==> config.mk <==
export PLATFORM = sky130hd
export DESIGN_NAME = cpu_execution_unit
export DESIGN_NICKNAME = d
export VERILOG_FILES = /design/src/rtl/cpu_execution_unit.sv
export SDC_FILE = /design/constraint.sdc
export NUM_CORES = 1
export LEC_CHECK = 0
export BUFFER_PORTS_ARGS = -buffer_cell sky130_fd_sc_hd__buf_2
export CELL_PAD_IN_SITES_DETAIL_PLACEMENT = 0
export CELL_PAD_IN_SITES_GLOBAL_PLACEMENT = 1
export CORE_ASPECT_RATIO = 0.8
export CORE_UTILIZATION = 52
export DETAILED_ROUTE_END_ITERATION = 8
export PLACE_DENSITY = 0.94
export SLEW_MARGIN = 10
export SYNTH_ARGS = -nofsm -noshare
export SYNTH_HDL_FRONTEND = slang
export SYNTH_SLANG_ARGS = --single-unit
==> constraint.sdc <==
create_clock -name clk -period 12.26 [get_ports clk]
set_input_delay 0.613 -clock clk [delete_from_list [all_inputs] [get_ports clk]]
set_output_delay 0.613 -clock clk [all_outputs]
set_load 0.02 [all_outputs]
==> src/rtl/cpu_execution_unit.sv <==
// Execution unit of the 16-bit processor.
// Holds the PC, the IR and an 8x16 register file, plus the ALU, the write-back mux
// and the memory-address mux. Each clock it applies one control word from the
// control unit. N/Z/C leave this block combinationally; the control unit latches them.
module cpu_execution_unit #(
    parameter int unsigned          DATA_W   = 16,
    parameter logic [DATA_W-1:0]    PC_RESET = '0
) (
    input  logic              clk,
    input  logic              reset,
    input  logic [2:0]        W_Adr,
    input  logic [2:0]        R_Adr,
    input  logic [2:0]        S_Adr,
    input  logic              adr_sel,
    input  logic              s_sel,
    input  logic              pc_ld,
    input  logic              pc_inc,
    input  logic              pc_sel,
    input  logic              ir_ld,
    input  logic              mw_en,
    input  logic              rw_en,
    input  logic [3:0]        alu_op,
    input  logic [DATA_W-1:0] mem_rdata,
    output logic [DATA_W-1:0] mem_addr,
    output logic [DATA_W-1:0] mem_wdata,
    output logic              mem_we,
    output logic [DATA_W-1:0] IR,
    output logic [DATA_W-1:0] PC,
    output logic              N,
    output logic              Z,
    output logic              C
);

    localparam int unsigned REG_N = 8;
    localparam int unsigned OFF_W = 8;
    localparam int unsigned EXT_W = DATA_W + 1;

    localparam logic [3:0] OP_PASS_S = 4'b0000;
    localparam logic [3:0] OP_PASS_R = 4'b0001;
    localparam logic [3:0] OP_INC_S  = 4'b0010;
    localparam logic [3:0] OP_DEC_S  = 4'b0011;
    localparam logic [3:0] OP_ADD    = 4'b0100;
    localparam logic [3:0] OP_SUB    = 4'b0101;
    localparam logic [3:0] OP_SHR    = 4'b0110;
    localparam logic [3:0] OP_SHL    = 4'b0111;
    localparam logic [3:0] OP_CMP    = 4'b1000;
    localparam logic [3:0] OP_AND    = 4'b1001;
    localparam logic [3:0] OP_OR     = 4'b1010;
    localparam logic [3:0] OP_XOR    = 4'b1011;
    localparam logic [3:0] OP_NOT_S  = 4'b1100;

    logic [DATA_W-1:0] r_pc;
    logic [DATA_W-1:0] r_ir;
    logic [DATA_W-1:0] r_rf [REG_N];

    logic [DATA_W-1:0] w_r;
    logic [DATA_W-1:0] w_s;
    logic [EXT_W-1:0]  w_sum;
    logic [EXT_W-1:0]  w_diff;
    logic [EXT_W-1:0]  w_inc;
    logic [EXT_W-1:0]  w_dec;
    logic [DATA_W-1:0] w_y;
    logic              w_c;
    logic [DATA_W-1:0] w_wb;
    logic [DATA_W-1:0] w_off;

    // Asynchronous read ports; a same-cycle write is not forwarded.
    assign w_r = r_rf[R_Adr];
    assign w_s = r_rf[S_Adr];

    // Widened arithmetic so bit DATA_W carries the carry-out or the borrow.
    assign w_sum  = {1'b0, w_r} + {1'b0, w_s};
    assign w_diff = {1'b0, w_r} - {1'b0, w_s};
    assign w_inc  = {1'b0, w_s} + EXT_W'(1);
    assign w_dec  = {1'b0, w_s} - EXT_W'(1);

    // ALU result and carry/borrow selection.
    always_comb begin
        w_y = '0;
        w_c = 1'b0;
        case (alu_op)
            OP_PASS_S: w_y = w_s;
            OP_PASS_R: w_y = w_r;
            OP_INC_S: begin
                w_y = w_inc[DATA_W-1:0];
                w_c = w_inc[DATA_W];
            end
            OP_DEC_S: begin
                w_y = w_dec[DATA_W-1:0];
                w_c = w_dec[DATA_W];
            end
            OP_ADD: begin
                w_y = w_sum[DATA_W-1:0];
                w_c = w_sum[DATA_W];
            end
            OP_SUB, OP_CMP: begin
                w_y = w_diff[DATA_W-1:0];
                w_c = w_diff[DATA_W];
            end
            OP_SHR: begin
                w_y = {1'b0, w_s[DATA_W-1:1]};
                w_c = w_s[0];
            end
            OP_SHL: begin
                w_y = {w_s[DATA_W-2:0], 1'b0};
                w_c = w_s[DATA_W-1];
            end
            OP_AND:   w_y = w_r & w_s;
            OP_OR:    w_y = w_r | w_s;
            OP_XOR:   w_y = w_r ^ w_s;
            OP_NOT_S: w_y = ~w_s;
            default: begin
                w_y = '0;
                w_c = 1'b0;
            end
        endcase
    end

    assign N = w_y[DATA_W-1];
    assign Z = (w_y == '0);
    assign C = w_c;

    // Write-back source: memory data or ALU result.
    assign w_wb = s_sel ? mem_rdata : w_y;

    // Sign-extended branch offset taken from the current IR.
    assign w_off = {{(DATA_W-OFF_W){r_ir[OFF_W-1]}}, r_ir[OFF_W-1:0]};

    assign mem_addr  = adr_sel ? w_r : r_pc;
    assign mem_wdata = w_s;
    assign mem_we    = mw_en;
    assign IR        = r_ir;
    assign PC        = r_pc;

    // Program counter: reset, then load (relative or register), then increment.
    always_ff @(posedge clk) begin
        if (reset) begin
            r_pc <= PC_RESET;
        end else if (pc_ld) begin
            r_pc <= pc_sel ? w_s : (r_pc + w_off);
        end else if (pc_inc) begin
            r_pc <= r_pc + DATA_W'(1);
        end
    end

    // Instruction register captures memory read data on ir_ld.
    always_ff @(posedge clk) begin
        if (reset) begin
            r_ir <= '0;
        end else if (ir_ld) begin
            r_ir <= mem_rdata;
        end
    end

    // Register file write port; every entry is writable.
    always_ff @(posedge clk) begin
        if (reset) begin
            for (int i = 0; i < REG_N; i++) begin
                r_rf[i] <= '0;
            end
        end else if (rw_en) begin
            r_rf[W_Adr] <= w_wb;
        end
    end

endmodule

Word level (Yosys, flattened, before mapping)
Memory sizes are Yosys's and may differ from the RTL's.
Index checks and enable logic that the tools add are counted.
{"block": "word_totals", "memories": 1, "ramBits": 128, "reg_bits": 32, "inputBits": 39, "elab_cells": 45}
{"name": "r_rf", "words": 8, "width": 16, "rd": 2, "rd_clocked_by_memory_dff": 0, "write_ports": 8, "line_no": "54", "source": "logic [DATA_W-1:0] r_rf [REG_N];"}
{"block": "classes", "mux": 15, "eq_ne": 12, "reduce_logical": 5, "addsub": 6, "bitwise": 4}
{"operator": "one-hot mux 16 bit (12 select lines)", "count": 1}
{"operator": "two-way mux 16 bit", "count": 6}
{"operator": "== test 4 bit, second input constant", "count": 5}
{"operator": "adder 16 x 1 -> 17 bit, second input constant", "count": 1}
{"operator": "adder 16 x 16 -> 17 bit", "count": 1}
{"operator": "subtractor 16 x 1 -> 17 bit, second input constant", "count": 1}
{"operator": "subtractor 16 x 16 -> 17 bit", "count": 1}
{"operator": "adder 16 x 1 -> 16 bit, second input constant", "count": 1}
{"operator": "adder 16 bit", "count": 1}
{"operator": "bitwise AND 16 bit", "count": 1}
{"operator": "== test 4 x 3 -> 1 bit, second input constant", "count": 4}
{"operator": "logical NOT 16 bit", "count": 1}
{"operator": "inverter 16 bit", "count": 1}
{"operator": "OR 16 bit", "count": 1}
{"operator": "OR reduction 16 bit", "count": 1}
{"operator": "XOR 16 bit", "count": 1}
{"operator": "== test 4 x 2 -> 1 bit, second input constant", "count": 2}
{"operator": "two-way mux 1 bit", "count": 6}
{"operator": "one-hot mux 1 bit (6 select lines)", "count": 1}
{"operator": "== test 4 x 1 -> 1 bit, second input constant", "count": 1}
{"operator": "logical NOT 4 bit", "count": 1}
{"operator": "two-way mux 3 bit", "count": 1}
{"operator": "nonzero test 2 bit", "count": 1}
{"operator": "OR reduction 2 bit", "count": 1}

Longest topological paths before layout
{"block": "logic_depth", "depth_word": 5, "mapped_depth": 20, "mapped_depth_nobuf": 17}

Least setup slack after synthesis
No wires, ideal clock.
{"block": "synth_path", "kind": "in2out", "from": "input R_Adr[1]", "to": "output Z", "n_path_buf": 2, "stages": 16, "path_slack_ns": 7.118, "required_ns": 11.647, "arrival_ns": 4.529, "cell_sequence": "buf_1 -> clkbuf_1 -> mux4_2 -> mux2i_1 -> inv_1 -> ha_1 -> o21bai_1 -> a2111oi_0 -> o211ai_1 -> nand2_1 -> nor3_1 -> o22ai_1 -> xnor2_1 -> o2111ai_1 -> nor4_1 -> and2_1"}
{"block": "synth_between", "elab_chain_len": 4, "elab_cells_between_ends": 8}
{"element": "start: declaration", "line_no": "12", "source": "input logic [2:0] R_Adr,"}
{"element": "memory (8 x 16 bit) (*)"}
{"element": "subtractor 16 x 16 -> 17 bit, or another cell as far along", "line_no": "73", "source": "assign w_diff = {1'b0, w_r} - {1'b0, w_s};"}
{"element": "one-hot mux 16 bit (12 select lines) (*)", "line_no": "81", "source": "case (alu_op)"}
{"element": "via N", "line_no": "29", "source": "output logic N,"}
{"element": "logical NOT 16 bit (*)", "line_no": "120", "source": "assign Z = (w_y == '0);"}
{"element": "end: declaration", "line_no": "30", "source": "output logic Z,"}
Mark *: on every way through the listed nets, which the timed path passes. The rest lies on a longest branch.

Worst setup path after layout
{"block": "layout_path", "from": "input S_Adr[1]", "to": "output Z"}
{"block": "layout_between", "elab_chain_len": 4, "elab_cells_between_ends": 11}
{"element": "start: declaration", "line_no": "13", "source": "input logic [2:0] S_Adr,"}
{"element": "memory (8 x 16 bit) (*)"}
{"element": "subtractor 16 x 16 -> 17 bit, or another cell as far along", "line_no": "73"}
{"element": "one-hot mux 16 bit (12 select lines) (*)", "line_no": "81"}
{"element": "logical NOT 16 bit (*)", "line_no": "120"}
Every way passes the cells marked *; elsewhere a longest branch is shown, timed or not.

==> flow_summary.json <==
{
  "slew_headroom": 0.1541,
  "p_int_mw": 1.111,
  "synth.yosys.seq_area_share": 0.3339,
  "max_stage_delay_ns": 0.80,
  "comb_power_share": 0.336,
  "clock-sinks": 160,
  "dr_total_vias": 12264,
  "cp_max_fo": 39,
  "cts_buffers": 17,
  "die-area_mm2": 0.02648,
  "startpoint_type": "primary input",
  "vdd_drop_max_mv": 0.09635,
  "hold_buffers": 0,
  "fillCellCount": 2124,
  "antenna_found_initial": 0,
  "final_hold_viol_count": 0,
  "post-dp-hpwl_um": 33910,
  "gr-usage-met2": 0.5338,
  "min_period_ns": 6.655,
  "synth_edf_count": 128,
  "htreeDepth": 4,
  "drtAntennaViolNets": 0,
  "gp_congestion": 0.9811,
  "routed_wl_um": 46690,
  "drive_above_1_share": 0.1737,
  "ys_types": 96,
  "synth_cells": 1386,
  "seq_power_share": 0.363,
  "numPortBuffers": 104,
  "p_sw_mw": 0.6664,
  "period_share": 0.5428,
  "synthFlopType": "edfxtp_1",
  "timing.rr.end": "r_rf[4][10]$_SDFFCE_PN0P_",
  "hp-start": "mem_rdata[11]",
  "antennaDiodeCount": 0,
  "post_cts_resized": 0,
  "grtUsageMet1": 0.4821,
  "dpl.cell_count": 1743,
  "path_common_cell": "buf_2",
  "clkPwrFrac": 0.301,
  "cts.clk_slew.worst_paths_ns": 0.07,
  "drv_cap": 0,
  "rsz0062_at_grt": "false",
  "hold_ws_ns": 0.4452,
  "drv_slew": 0,
  "status": "completed",
  "fmax_mhz": 150.3,
  "holdPathEnd": "IR[11]$_SDFFE_PP0P_",
  "syn_area_mm2": 0.01343,
  "p_per_area_mw_per_mm2": 121.4,
  "routed_via_density": 6.909,
  "critPathLaunch": "S_Adr[1]",
  "reg2reg_from": "r_rf[2][0]$_SDFFCE_PN0P_",
  "hold_path.class": "primary input to flop",
  "cp_top_family": "compound AO/OA/AOI/OAI gates",
  "grt-busiest-layer": "met2",
  "cts.path.max_buffers": 2,
  "num-nets-final": 1550,
  "worstPathArrival_ns": 6.04,
  "area_delta_synth_final_pct": 9.018,
  "power.leakage_nw": 5.901,
  "setup_tns_ns": 0,
  "utilization": 0.5785,
  "crit_slowest_cell": "buf_2",
  "yosysWarnings": 0,
  "met3_usage": 0.07082,
  "setup_violations": 0,
  "initial_core_util": 0.5307,
  "ys_ff_latch": 160,
  "firstDrtPassIters": 5,
  "post_cts_buffers": 0,
  "die_h_um": 145.7,
  "drtIter0Drc": 1644,
  "grt_pass1_vias": 11443,
  "cp.buffers_inverters": 3,
  "tightest_slew_ns": 1.234,
  "finalClockSkew_ns": 0.01286,
  "place_area_mm2": 0.01405,
  "design.core.area_mm2": 0.02531,
  "cts_tree": "built",
  "instances_no_fill": 1775,
  "reg2reg_depth": 16,
  "wire_per_inst_um": 26.30,
  "placementRows": 52,
  "stdcell_area_mm2": 0.01464,
  "ioPinCount": 107,
  "grt_usage": 0.3515,
  "worstSetupPathType": "primary input to output pin",
  "avgSynthCellArea_um2": 9.690,
  "clk_latency_ns": 0.44,
  "async_flop_share": 0,
  "synth_nets": 1498,
  "cts_root_buf": "clkbuf_16",
  "regToRegSetupSlack_ns": 7.19,
  "drc": 0,
  "swShare": 0.3749,
  "whs_path_depth": 3,
  "required_ns": 11.65,
  "cp_cell_sequence": "buf_2, mux4_1, mux2i_2, inv_1, ha_1, a21oi_1, o21bai_1, a221oi_1, nor2_1, a2111oi_0, o211ai_1, nor4_2, nand4_1, nor4_1, and2_1, buf_2",
  "grt_pass1_wl_um": 69730,
  "end_kind": "output pin",
  "overflow": 0,
  "grt_max_degree": 75,
  "die_x_um": 181.7
}
-- cells in the final DEF, fill, tap and decap left out, types with 30 or more instances in the layout --
master    netlist  final
buf_2           8    104
inv_1          54     54
xnor2_1        30     30
ha_1           70     70
mux2i_1        64     64
nand3_1        44     44
mux4_2         30     30
edfxtp_1      128    128
dfxtp_1        32     32
a21oi_1        62     62
o21ai_0        49     49
nor3_1         34     34
nor2_1        224    224
nand2_1        81     81
-- cells in the mapped netlist, drive strengths merged (14+ instances only) --
cell type / n / area share
nand2: 81 / 0.023
nor3: 34 / 0.013
ha: 70 / 0.065
buf: 32 / 0.019
a21oi: 63 / 0.024
nand2b: 17 / 0.0079
o22ai: 16 / 0.0075
nor2b: 18 / 0.0084
clkbuf: 60 / 0.017
inv: 59 / 0.016
edfxtp: 128 / 0.29
nand4: 24 / 0.011
mux4: 54 / 0.097
dfxtp: 32 / 0.048
xnor2: 30 / 0.020
a211oi: 23 / 0.014
a221oi: 14 / 0.0096
mux2: 17 / 0.014
o21ai: 57 / 0.021
mux2i: 77 / 0.067
nand3: 44 / 0.016
nor2: 230 / 0.065
-- sequential cells by signal, indices dropped and copies added, names as in the netlist --
| register | cells |
|---|---|
| IR | 16 |
| PC | 16 |
| r_rf | 128 |
-- layout make-up --
| cell class | instances | area, um2 | area share |
|---|---|---|---|
| Clock buffer | 17 | 425.4 | 0.02905 |
| Clock inverter | 15 | 165.2 | 0.01128 |
| Inverter | 61 | 229.0 | 0.01564 |
| Multi-Input combinational cell | 1073 | 8254 | 0.5638 |
| Sequential cell | 160 | 4484 | 0.3063 |
| Tap cell | 324 | 405.4 | 0.02769 |
| Timing Repair Buffer | 125 | 678.2 | 0.04632 |
-- stage by stage --
stage	total power, mW	setup WS (ns)
floorplan	1.053	7.118
global placement	1.225	5.887
detailed placement	1.232	5.750
CTS	1.759	5.721
global route	1.836	5.318
finish	1.778	5.605
-- logic make-up after synthesis --
| family | share of synthesized area |
|---|---|
| AO/OA/AOI/OAI | 0.1595 |
| XOR/XNOR | 0.02543 |
| adder cells (fa/ha/maj) | 0.06969 |
| buffers and inverters | 0.05310 |
| flip-flops | 0.3339 |
| multiplexers | 0.1784 |
| AND/OR/NAND/NOR | 0.1800 |
-- per-layer routing --
metal  wire length [um]  vias to the layer above
li1                   -                     5348
met1              18330                     5882
met2              20530                      905
met3               5876                      129
met4               1948                        0
met5                  0                        -
-- worst max-delay path by stage --
stage / end / depth (start not counted)
floorplan: Z / 16
global placement: Z / 16
detailed placement: Z / 16
CTS: Z / 16
global route: Z / 16
finish: Z / 16
-- power groups by stage --
| stage | clock [mW] | sequential (mW) | combinational (mW) |
|---|---|---|---|
| 3_5_place_dp | 0 | 0.654 | 0.578 |
| 5_1_grt | 0.552 | 0.646 | 0.638 |
| 4_1_cts | 0.535 | 0.642 | 0.582 |
| 2_1_floorplan | 0 | 0.651 | 0.401 |
| 6_report | 0.536 | 0.644 | 0.597 |
| 3_3_place_gp | 0 | 0.652 | 0.573 |
-- worst register-to-register path, stage by stage (launching register included) --
cell and delay [ns]:
edfxtp_1 0.46, mux4_1 0.55, mux2i_2 0.62, inv_1 0.25, ha_1 0.28, inv_1 0.08
fa_1 0.18, nand2b_1 0.09, a221oi_1 0.36, nor3_1 0.15, o32a_1 0.40, a21oi_1 0.13
o21ai_0 0.10, nand2_1 0.11, nand4_1 0.26, mux2i_1 0.68, nor2_1 0.10
Note: power is estimated with default switching activity, not from simulation.
